### config.mk
export PLATFORM = sky130hd
export DESIGN_NAME = dist_sq_gen_flat
export DESIGN_NICKNAME = d
export VERILOG_FILES = /design/src/rtl/dist_sq_gen_pkg.sv /design/src/rtl/dist_sq_gen_if.sv /design/src/rtl/dist_sq_gen_square16.sv /design/src/rtl/dist_sq_gen.sv /design/src/flat_wrapper.sv
export SDC_FILE = /design/constraint.sdc
export NUM_CORES = 1
export LEC_CHECK = 0
export ABC_AREA = 0
export BUFFER_PORTS_ARGS = -buffer_cell sky130_fd_sc_hd__buf_2
export CORE_ASPECT_RATIO = 0.5
export CORE_MARGIN = 8
export CORE_UTILIZATION = 57
export DETAILED_ROUTE_END_ITERATION = 6
export PLACE_DENSITY = 0.78
export SLEW_MARGIN = 30
export SYNTH_ARGS = -nofsm -noshare
export SYNTH_HDL_FRONTEND = slang
export SYNTH_SLANG_ARGS = --single-unit
### constraint.sdc
create_clock -name clk -period 8.3 [get_ports clk]
set_clock_uncertainty 0.1 [all_clocks]
set_input_delay 2.49 -clock clk [delete_from_list [all_inputs] [get_ports clk]]
set_output_delay 2.49 -clock clk [all_outputs]
set_load 0.1 [all_outputs]
### src/rtl/dist_sq_gen_pkg.sv
// Shared beamforming constants and the delay-path state encoding (package bf_pkg).
package bf_pkg;

  localparam int DSQ_W   = 32;
  localparam int COORD_W = 16;

  // 4-bit so the encoding lines up with the downstream sqrt stage
  localparam logic [3:0] ST_IDLE = 4'd0;
  localparam logic [3:0] ST_ZSQ  = 4'd1;
  localparam logic [3:0] ST_DX   = 4'd2;
  localparam logic [3:0] ST_SQ   = 4'd3;
  localparam logic [3:0] ST_SUM  = 4'd4;
  localparam logic [3:0] ST_OUT  = 4'd5;
  localparam logic [3:0] ST_DONE = 4'd6;

  // |d| of a 17-bit difference of two 16-bit coordinates always fits in 16 bits
  function automatic logic [COORD_W-1:0] abs_dx(input logic signed [COORD_W:0] d);
    return COORD_W'(d[COORD_W] ? -d : d);
  endfunction

endpackage

### src/rtl/dist_sq_gen_if.sv
// Request / result bundle between a focal-point source and dist_sq_gen.
interface dist_sq_gen_if;
  import bf_pkg::*;

  logic                      start;
  logic signed [COORD_W-1:0] xf;
  logic [COORD_W-1:0]        zf;
  logic [DSQ_W-1:0]          dsq;
  logic                      dsq_valid;
  logic                      dsq_ready;
  logic [7:0]                elem_idx;
  logic                      busy;
  logic                      done;

  modport master (
    output start, xf, zf, dsq_ready,
    input  dsq, dsq_valid, elem_idx, busy, done
  );

  modport slave (
    input  start, xf, zf, dsq_ready,
    output dsq, dsq_valid, elem_idx, busy, done
  );

endinterface

### src/rtl/dist_sq_gen_square16.sv
// Registered 16x16 unsigned squarer, one-cycle latency, holds while en is low.
module square16
  import bf_pkg::*;
(
  input  logic               clk,
  input  logic               reset,
  input  logic               en,
  input  logic [COORD_W-1:0] a,
  output logic [DSQ_W-1:0]   p
);

  logic [DSQ_W-1:0] p_q;

  always_ff @(posedge clk or posedge reset) begin
    if (reset) begin
      p_q <= '0;
    end else if (en) begin
      p_q <= DSQ_W'(a) * DSQ_W'(a);
    end
  end

  assign p = p_q;

endmodule

### src/rtl/dist_sq_gen.sv
// Squared element-to-focus distance generator, one element per 4 cycles.
// Optional saturation of the 33-bit sum is enabled by defining DIST_SAT_EN.
module dist_sq_gen
  import bf_pkg::*;
#(
  parameter int                        N_ELEM = 64,
  parameter logic signed [COORD_W-1:0] X0     = -16'sd504,
  parameter logic signed [COORD_W-1:0] PITCH  = 16'sd16
) (
  input  logic         clk,
  input  logic         reset,
  input  logic         enable,
  dist_sq_gen_if.slave bus
);

  localparam logic [7:0] LAST_IDX = 8'(N_ELEM - 1);

  logic [3:0]                state_q, state_d;
  logic signed [COORD_W-1:0] xf_q, xf_d;
  logic [COORD_W-1:0]        zf_q, zf_d;
  logic signed [COORD_W-1:0] xe_q, xe_d;
  logic [7:0]                idx_q, idx_d;
  logic [DSQ_W-1:0]          zsq_q, zsq_d;
  logic signed [COORD_W:0]   dx_q, dx_d;
  logic [DSQ_W-1:0]          dsq_q, dsq_d;
  logic                      valid_q, valid_d;

  logic [COORD_W-1:0]        sq_a;
  logic [DSQ_W-1:0]          sq_p;
  logic [DSQ_W-1:0]          sum_out;

  assign sq_a = (state_q == ST_ZSQ) ? zf_q : abs_dx(dx_q);

  square16 u_sq (
    .clk   (clk),
    .reset (reset),
    .en    (enable),
    .a     (sq_a),
    .p     (sq_p)
  );

`ifdef DIST_SAT_EN
  logic [DSQ_W:0] sum;
  assign sum     = {1'b0, sq_p} + {1'b0, zsq_q};
  assign sum_out = sum[DSQ_W] ? '1 : sum[DSQ_W-1:0];
`else
  assign sum_out = sq_p + zsq_q;
`endif

  always_comb begin
    state_d = state_q;
    xf_d    = xf_q;
    zf_d    = zf_q;
    xe_d    = xe_q;
    idx_d   = idx_q;
    zsq_d   = zsq_q;
    dx_d    = dx_q;
    dsq_d   = dsq_q;
    valid_d = valid_q;
    case (state_q)
      ST_IDLE: begin
        if (bus.start) begin
          xf_d    = bus.xf;
          zf_d    = bus.zf;
          xe_d    = X0;
          idx_d   = '0;
          state_d = ST_ZSQ;
        end
      end
      ST_ZSQ: state_d = ST_DX;
      ST_DX: begin
        // zf^2 leaves the squarer during the first DX only; later DX reuse zsq_q
        if (idx_q == '0) zsq_d = sq_p;
        dx_d    = {xf_q[COORD_W-1], xf_q} - {xe_q[COORD_W-1], xe_q};
        state_d = ST_SQ;
      end
      ST_SQ: state_d = ST_SUM;
      ST_SUM: begin
        dsq_d   = sum_out;
        valid_d = 1'b1;
        state_d = ST_OUT;
      end
      ST_OUT: begin
        if (bus.dsq_ready) begin
          valid_d = 1'b0;
          if (idx_q == LAST_IDX) begin
            state_d = ST_DONE;
          end else begin
            idx_d   = idx_q + 8'd1;
            xe_d    = xe_q + PITCH;
            state_d = ST_DX;
          end
        end
      end
      ST_DONE: state_d = ST_IDLE;
      default: state_d = ST_IDLE;
    endcase
  end

  always_ff @(posedge clk or posedge reset) begin
    if (reset) begin
      state_q <= ST_IDLE;
      xf_q    <= '0;
      zf_q    <= '0;
      xe_q    <= '0;
      idx_q   <= '0;
      zsq_q   <= '0;
      dx_q    <= '0;
      dsq_q   <= '0;
      valid_q <= 1'b0;
    end else if (enable) begin
      state_q <= state_d;
      xf_q    <= xf_d;
      zf_q    <= zf_d;
      xe_q    <= xe_d;
      idx_q   <= idx_d;
      zsq_q   <= zsq_d;
      dx_q    <= dx_d;
      dsq_q   <= dsq_d;
      valid_q <= valid_d;
    end
  end

  assign bus.dsq       = dsq_q;
  assign bus.dsq_valid = valid_q;
  assign bus.elem_idx  = idx_q;
  assign bus.busy      = (state_q != ST_IDLE);
  assign bus.done      = (state_q == ST_DONE);

endmodule

### src/flat_wrapper.sv
// flat-port wrapper written by rule: the top's interface ports become plain ports
module dist_sq_gen_flat import bf_pkg::*;
#(
  parameter int                        N_ELEM = 64,
  parameter logic signed [COORD_W-1:0] X0     = -16'sd504,
  parameter logic signed [COORD_W-1:0] PITCH  = 16'sd16
)
  (clk, reset, enable, bus_start, bus_xf, bus_zf, bus_dsq_ready, bus_dsq, bus_dsq_valid, bus_elem_idx, bus_busy, bus_done);
  dist_sq_gen_if bus_i ();
  input  logic clk;
  input  logic reset;
  input  logic enable;
  input wire logic [$bits(bus_i.start)-1:0] bus_start;
  input wire logic [$bits(bus_i.xf)-1:0] bus_xf;
  input wire logic [$bits(bus_i.zf)-1:0] bus_zf;
  input wire logic [$bits(bus_i.dsq_ready)-1:0] bus_dsq_ready;
  output wire logic [$bits(bus_i.dsq)-1:0] bus_dsq;
  output wire logic [$bits(bus_i.dsq_valid)-1:0] bus_dsq_valid;
  output wire logic [$bits(bus_i.elem_idx)-1:0] bus_elem_idx;
  output wire logic [$bits(bus_i.busy)-1:0] bus_busy;
  output wire logic [$bits(bus_i.done)-1:0] bus_done;
  assign bus_i.start = bus_start;
  assign bus_i.xf = bus_xf;
  assign bus_i.zf = bus_zf;
  assign bus_i.dsq_ready = bus_dsq_ready;
  assign bus_dsq = bus_i.dsq;
  assign bus_dsq_valid = bus_i.dsq_valid;
  assign bus_elem_idx = bus_i.elem_idx;
  assign bus_busy = bus_i.busy;
  assign bus_done = bus_i.done;
  dist_sq_gen #(.N_ELEM(N_ELEM), .X0(X0), .PITCH(PITCH)) u_core (.clk(clk), .reset(reset), .enable(enable), .bus(bus_i));
endmodule
# Word-level counts from Yosys, hierarchy flattened
# Cells that the tools add are included.
[word_totals] reg_bits=174 out_inout_bits=43 wordCells=54
[classes] n_addsub=5 multipliers=1 eq_ne=10 muxes=16 reduce_logical=12
[ops] operator="$mux 16" count=5
[ops] operator="$add 32x32->32" count=1
[ops] operator="$mul 16x16->32" count=1
[ops] operator="$pmux 16 s2" count=1
[ops] operator="$mux 8" count=3
[ops] operator="$pmux 4 s6" count=1
[ops] operator="$sub 16x16->17" count=1
[ops] operator="$add 16x6->16 const B" count=1
[ops] operator="$neg 16->16" count=1
[ops] operator="$pmux 8 s2" count=1
[ops] operator="$eq 4x3->1 const B" count=3
[ops] operator="$reduce_and 3->1" count=4
[ops] operator="$add 8x1->8 const B" count=1
[ops] operator="$eq 4x2->1 const B" count=2
[ops] operator="$eq 8x6->1 const B" count=1
[ops] operator="$logic_not 8->1" count=1
[ops] operator="$mux 4" count=2
[ops] operator="$ne 2x2->1 const B" count=3
[ops] operator="$reduce_and 5->1" count=1
[ops] operator="$eq 4x1->1 const B" count=1
[ops] operator="$logic_not 4->1" count=1
[ops] operator="$reduce_and 2->1" count=2
[ops] operator="$reduce_bool 2->1" count=2
[ops] operator="$reduce_bool 4->1" count=1
[ops] operator="3 further kinds" count=3

# Longest topological paths before layout
[logic_depth] word_depth=4 ltp_mapped=34

# Modules after synthesis
# Synthesis repeated with hierarchy kept, for this count alone.
[unflattened] cells_unflattened=1874 area_unflattened_um2=16743.6
[by_module_without_submodules] module="square16" instances=1 cells_each=961 area_each_um2=8630.8
[by_module_without_submodules] module="dist_sq_gen" instances=1 cells_each=913 area_each_um2=8112.8

# Worst setup path after synthesis
# OpenSTA, ideal clock, no wires.
[synth_path] path_kind="register -> register" start="reg u_core.state_q[2]" end="reg u_core.u_sq.p_q[28], in the netlist u_core.u_sq.p[28]" setup_time_ps=125 arrival_time_ps=7800 slack_ps=275 path_stages_with_launch=29 path_buffers=2 synth_period_minus_slack_ps=8025 path_cell_list="dfrtp_1 clkbuf_1 nor3_1 clkbuf_1 nor2_1 a21oi_1 clkinv_1 nand2_1 inv_1 fa_1 inv_1 fa_1 inv_1 fa_1 inv_1 fa_1 inv_1 fa_1 fa_1 ha_1 a21o_1 a221oi_1 o21ai_0 o21bai_1 o31ai_1 o41ai_1 o21ai_0 xor2_1 mux2_2"
[synth_between] elab_chain_cells=3
[synth_rtl] element="start, declared" line_no="dist_sq_gen.sv:18" rtl="logic [3:0] state_q, state_d;"
[synth_rtl] element="start signal, assigned" line_no="dist_sq_gen.sv:112" rtl="state_q <= state_d;"
[synth_rtl] element="$eq 4x1->1" line_no="dist_sq_gen.sv:32" rtl="assign sq_a = (state_q == ST_ZSQ) ? zf_q : abs_dx(dx_q);"
[synth_rtl] element="$mux 16" line_no="dist_sq_gen.sv:32"
[synth_rtl] element="$mul 16x16->32" line_no="dist_sq_gen_square16.sv:18" rtl="p_q <= DSQ_W'(a) * DSQ_W'(a);"
[synth_rtl] element="end signal, assigned" line_no="dist_sq_gen_square16.sv:18"
[synth_rtl] element="end, declared" line_no="dist_sq_gen_square16.sv:12" rtl="logic [DSQ_W-1:0] p_q;"
# Every way passes these cells.
# A chain may end at the register's enable or synchronous reset.

# Worst setup path after layout
[layout_path] start="reg u_core.dx_q[0]" end="reg u_core.u_sq.p_q[30], in the netlist u_core.u_sq.p[30]"
[layout_between] elab_chain_cells=4
[layout_rtl] element="start, declared" line_no="dist_sq_gen.sv:24" rtl="logic signed [COORD_W:0] dx_q, dx_d;"
[layout_rtl] element="start signal, assigned" line_no="dist_sq_gen.sv:108" rtl="dx_q <= '0;"
[layout_rtl] element="start signal, assigned" line_no="dist_sq_gen.sv:118" rtl="dx_q <= dx_d;"
[layout_rtl] element="$neg 16->16" line_no="dist_sq_gen_pkg.sv:18" rtl="return COORD_W'(d[COORD_W] ? -d : d);"
[layout_rtl] element="$mux 16 (*)" line_no="dist_sq_gen_pkg.sv:18"
[layout_rtl] element="$mux 16 (*)" line_no="dist_sq_gen.sv:32"
[layout_rtl] element="$mul 16x16->32 (*)" line_no="dist_sq_gen_square16.sv:18"
# Mark *: on every way between the ends. The rest lies on a longest branch, timed or not.

==> impl_metrics.ini <==
[outcome]
status = finished clean

[floorplan]
die_width_um = 251
pin_count = 80
fp-row-count = 43
core_mm2 = 0.0274
start_util_pct = 57.4
die_h_um = 133
dieArea_mm2 = 0.0335

[finish]
nNetsFinal = 2135
area_delta_synth_final_pct = 9.92
antenna_cells = 0
fillers = 2209
layout-drive-gt1-share_pct = 12.6

[timing]
drv_slew = 0
layout_min_cycle_time_ns = 8.07
fin_ws_ns = 0.229
fmax_mhz = 124
finalCritPeriodShare_pct = 97.2
setup_viol = 0
relSlewSlack_pct = 45.0
hold_violations = 0
worstMarginPinSlew_ns = 0.825

[route]
routedWlPerCell_um = 15.7
routed_wl_mm = 33.9
drt_iter0_markers = 675
drc = 0
detail-route-antenna-nets = 0
num_vias = 11600
via_per_inst = 5.39
dr.pass1.iters = 5

[place]
dpl.hpwl_mm = 26.6
dp_slack_ns = 0.210
port_buffers = 79
globalplace.congestion = 0.932

[flow_run]
drv_cap = 0

[clock_tree]
holdBufCountCts = 0
clock_latency_ns = 0.44
htreeDepth = 4
cts.clk_slew.worst_paths_ns = 0.06
clockRootBuffer = clkbuf_16
cts_made_buffers = 17
clk_path_buf_depth = 2
clock_sink_count = 168
cts_tree = built

[min_path]
hold_start = u_core.bus.dsq[2]
min-delay-path-class = register to register
hold_path_depth = 2
worstHoldEndpoint = u_core.bus.dsq[2]

[yosys]
synth_nets = 2058
synthCells = 1711
ys_top_cells_by_area = dfrtp_1, fa_1, ha_1
yosysTopAreaCellShare_pct = 26.7
synth_edf_count = 0
async_reset_ff_share_pct = 100
synth_xor_area_share_pct = 5.51
ys_types = 61
ys_ff_latch = 168
seq_area_frac_synth_pct = 26.7
synth_top_family_by_area = adder cells
yosys.area.top_type = dfrtp_1
ys.warnings.count = 0
syn_area_per_cell_um2 = 9.19
synth-compound-area-share_pct = 9.73
synthAdderAreaFrac_pct = 32.5
synth_mux_area_share_pct = 4.15
synthSimpleGateAreaFrac_pct = 13.3
synth_flop_cell = dfrtp_1
synth_area_mm2 = 0.0157

[global_route]
track_usage_pct = 20.9
grt_overflow = 0
grt_max_degree = 95
antenna_found_initial = 0
grt_first_pass_wirelength_mm = 57.2
grt_pass1_vias = 11800

[worst_setup_path]
required_ns = 8.53
crit_path_max_incr_delay_ns = 0.53
r2r_start = u_core.dx_q[0]
worstSetupStartpoint = u_core.dx_q[0]
r2r_end = u_core.u_sq.p[30]
cp_slowest_cell = fa_1
cp-start-kind = register
path_class = register to register
cp.arrival_ns = 8.30
path_max_fanout = 9
rr_worst_depth = 30
endpoint_kind = register
r2r_slack_ns = 0.23
[Yosys cell counts (6+ instances only)]
library cell    n
inv_1         273
a211oi_1       10
dfrtp_1       168
fa_1          163
nor2b_1         9
o21bai_1        9
ha_1          147
and3_1          7
a21o_1         25
nand2_1       249
clkbuf_1       49
o41ai_1         7
o31ai_1        13
nand4_1         7
or3_1           6
nor2_1        138
mux2_2         54
nor3_1         14
xnor2_1        52
a21oi_1        68
o21ai_0        82
nand2b_1       12
nand3_1        26
xor2_1         47
[layout by cell type, fill, tap and decap left out, types with 4 or more instances in the layout]
cell / synthesis / final
mux2_2: 54 / 54
o21a_1: 5 / 5
inv_1: 273 / 272
xor2_1: 47 / 47
nand3_1: 26 / 25
nor3_1: 14 / 13
nor2b_1: 9 / 9
a211oi_1: 10 / 9
or4_1: 4 / 4
a21oi_1: 68 / 66
o21bai_1: 9 / 9
nand2b_1: 12 / 12
a21o_1: 25 / 24
nand4_1: 7 / 7
o31ai_1: 13 / 11
o41ai_1: 7 / 5
clkinv_1: 5 / 5
dfrtp_1: 168 / 168
buf_4: 0 / 33
fa_1: 163 / 163
buf_2: 3 / 79
nand2_1: 249 / 249
or3_1: 6 / 6
nor2_1: 138 / 136
a211o_1: 5 / 5
and3_1: 7 / 7
xnor2_1: 52 / 52
ha_1: 147 / 145
clkbuf_16: 0 / 17
o21ai_0: 82 / 79
[area by class of cell]
cell class,count,area (um2),share of cell area [%]
Tap cell,360,450,2.61
Clock buffer,21,470,2.72
Inverter,280,1060,6.11
Multi-Input combinational cell,1208,10300,59.8
Timing Repair Buffer,113,654,3.79
Sequential cell,168,4200,24.3
Clock inverter,9,118,0.681
[sequential cells by signal, indices dropped and copies added (netlist names)]
name	cells
u_core.zf_q	16
u_core.xe_q	13
u_core.zsq_q	31
u_core.state_q	3
u_core.dx_q	17
u_core.bus.elem_idx	8
u_core.u_sq.p	31
u_core.bus.dsq_valid	1
u_core.bus.dsq	32
u_core.xf_q	16
[logic make-up after synthesis]
group                    count (synthesis)
flip-flops                             168
multiplexers                            58
adder cells (fa/ha/maj)                310
other                                    2
buffers and inverters                  335
AND/OR/NAND/NOR                        491
AO/OA/AOI/OAI                          248
XOR/XNOR                                99
[worst max-delay path by stage]
stage	end	slack, ns
floorplan	u_core.u_sq.p[28]	0.28
global placement	u_core.u_sq.p[25]	0.28
detailed placement	u_core.u_sq.p[28]	0.21
CTS	u_core.u_sq.p[25]	0.18
global route	u_core.u_sq.p[28]	-0.02
finish	u_core.u_sq.p[30]	0.23
[per-layer routing]
metal | GRT usage (%) | vias to the layer above | share of wire [%]
li1 | - | 5656 | -
met3 | 5.15 | 69 | 7.2
met4 | 5.86 | 0 | 2.4
met5 | 0 | - | 0
met2 | 32.7 | 325 | 44
met1 | 28.8 | 5589 | 46
[metrics by stage]
stage | hold WS [ns] | instances | area, um2 | setup TNS (ns) | utilization [%]
3_3_place_gp | 0.332 | 2123 | 16600 | 0 | 60.6
3_5_place_dp | 0.339 | 2123 | 16600 | 0 | 60.6
4_1_cts | 0.374 | 2153 | 17200 | 0 | 62.7
2_1_floorplan | 0.318 | 1711 | 15700 | 0 | -
6_report | 0.371 | 2159 | 17300 | 0 | 63.1
5_1_grt | 0.390 | 2159 | 17300 | -0.0236 | 63.1
[repair_timing]
item,in CTS,in global routing
buffers inserted,0,6
endpoints found under the setup margin,0,8
gates resized for setup,0,17
[worst max-delay path: cells and delay by family (launching register included)]
kind	cells	cell delay, ns
muxes	1	0.28
adders and majority gates	8	3.50
buffers and inverters	7	0.55
DFF	1	0.40
xor gates and xnor gates	2	0.29
and+or+nand+nor	5	1.29
AOI/OAI and AO/OA	7	1.55
Power is left out: the tool's default activity adds up to more than one toggle a clock period on the data nets, which glitch-free logic cannot reach.
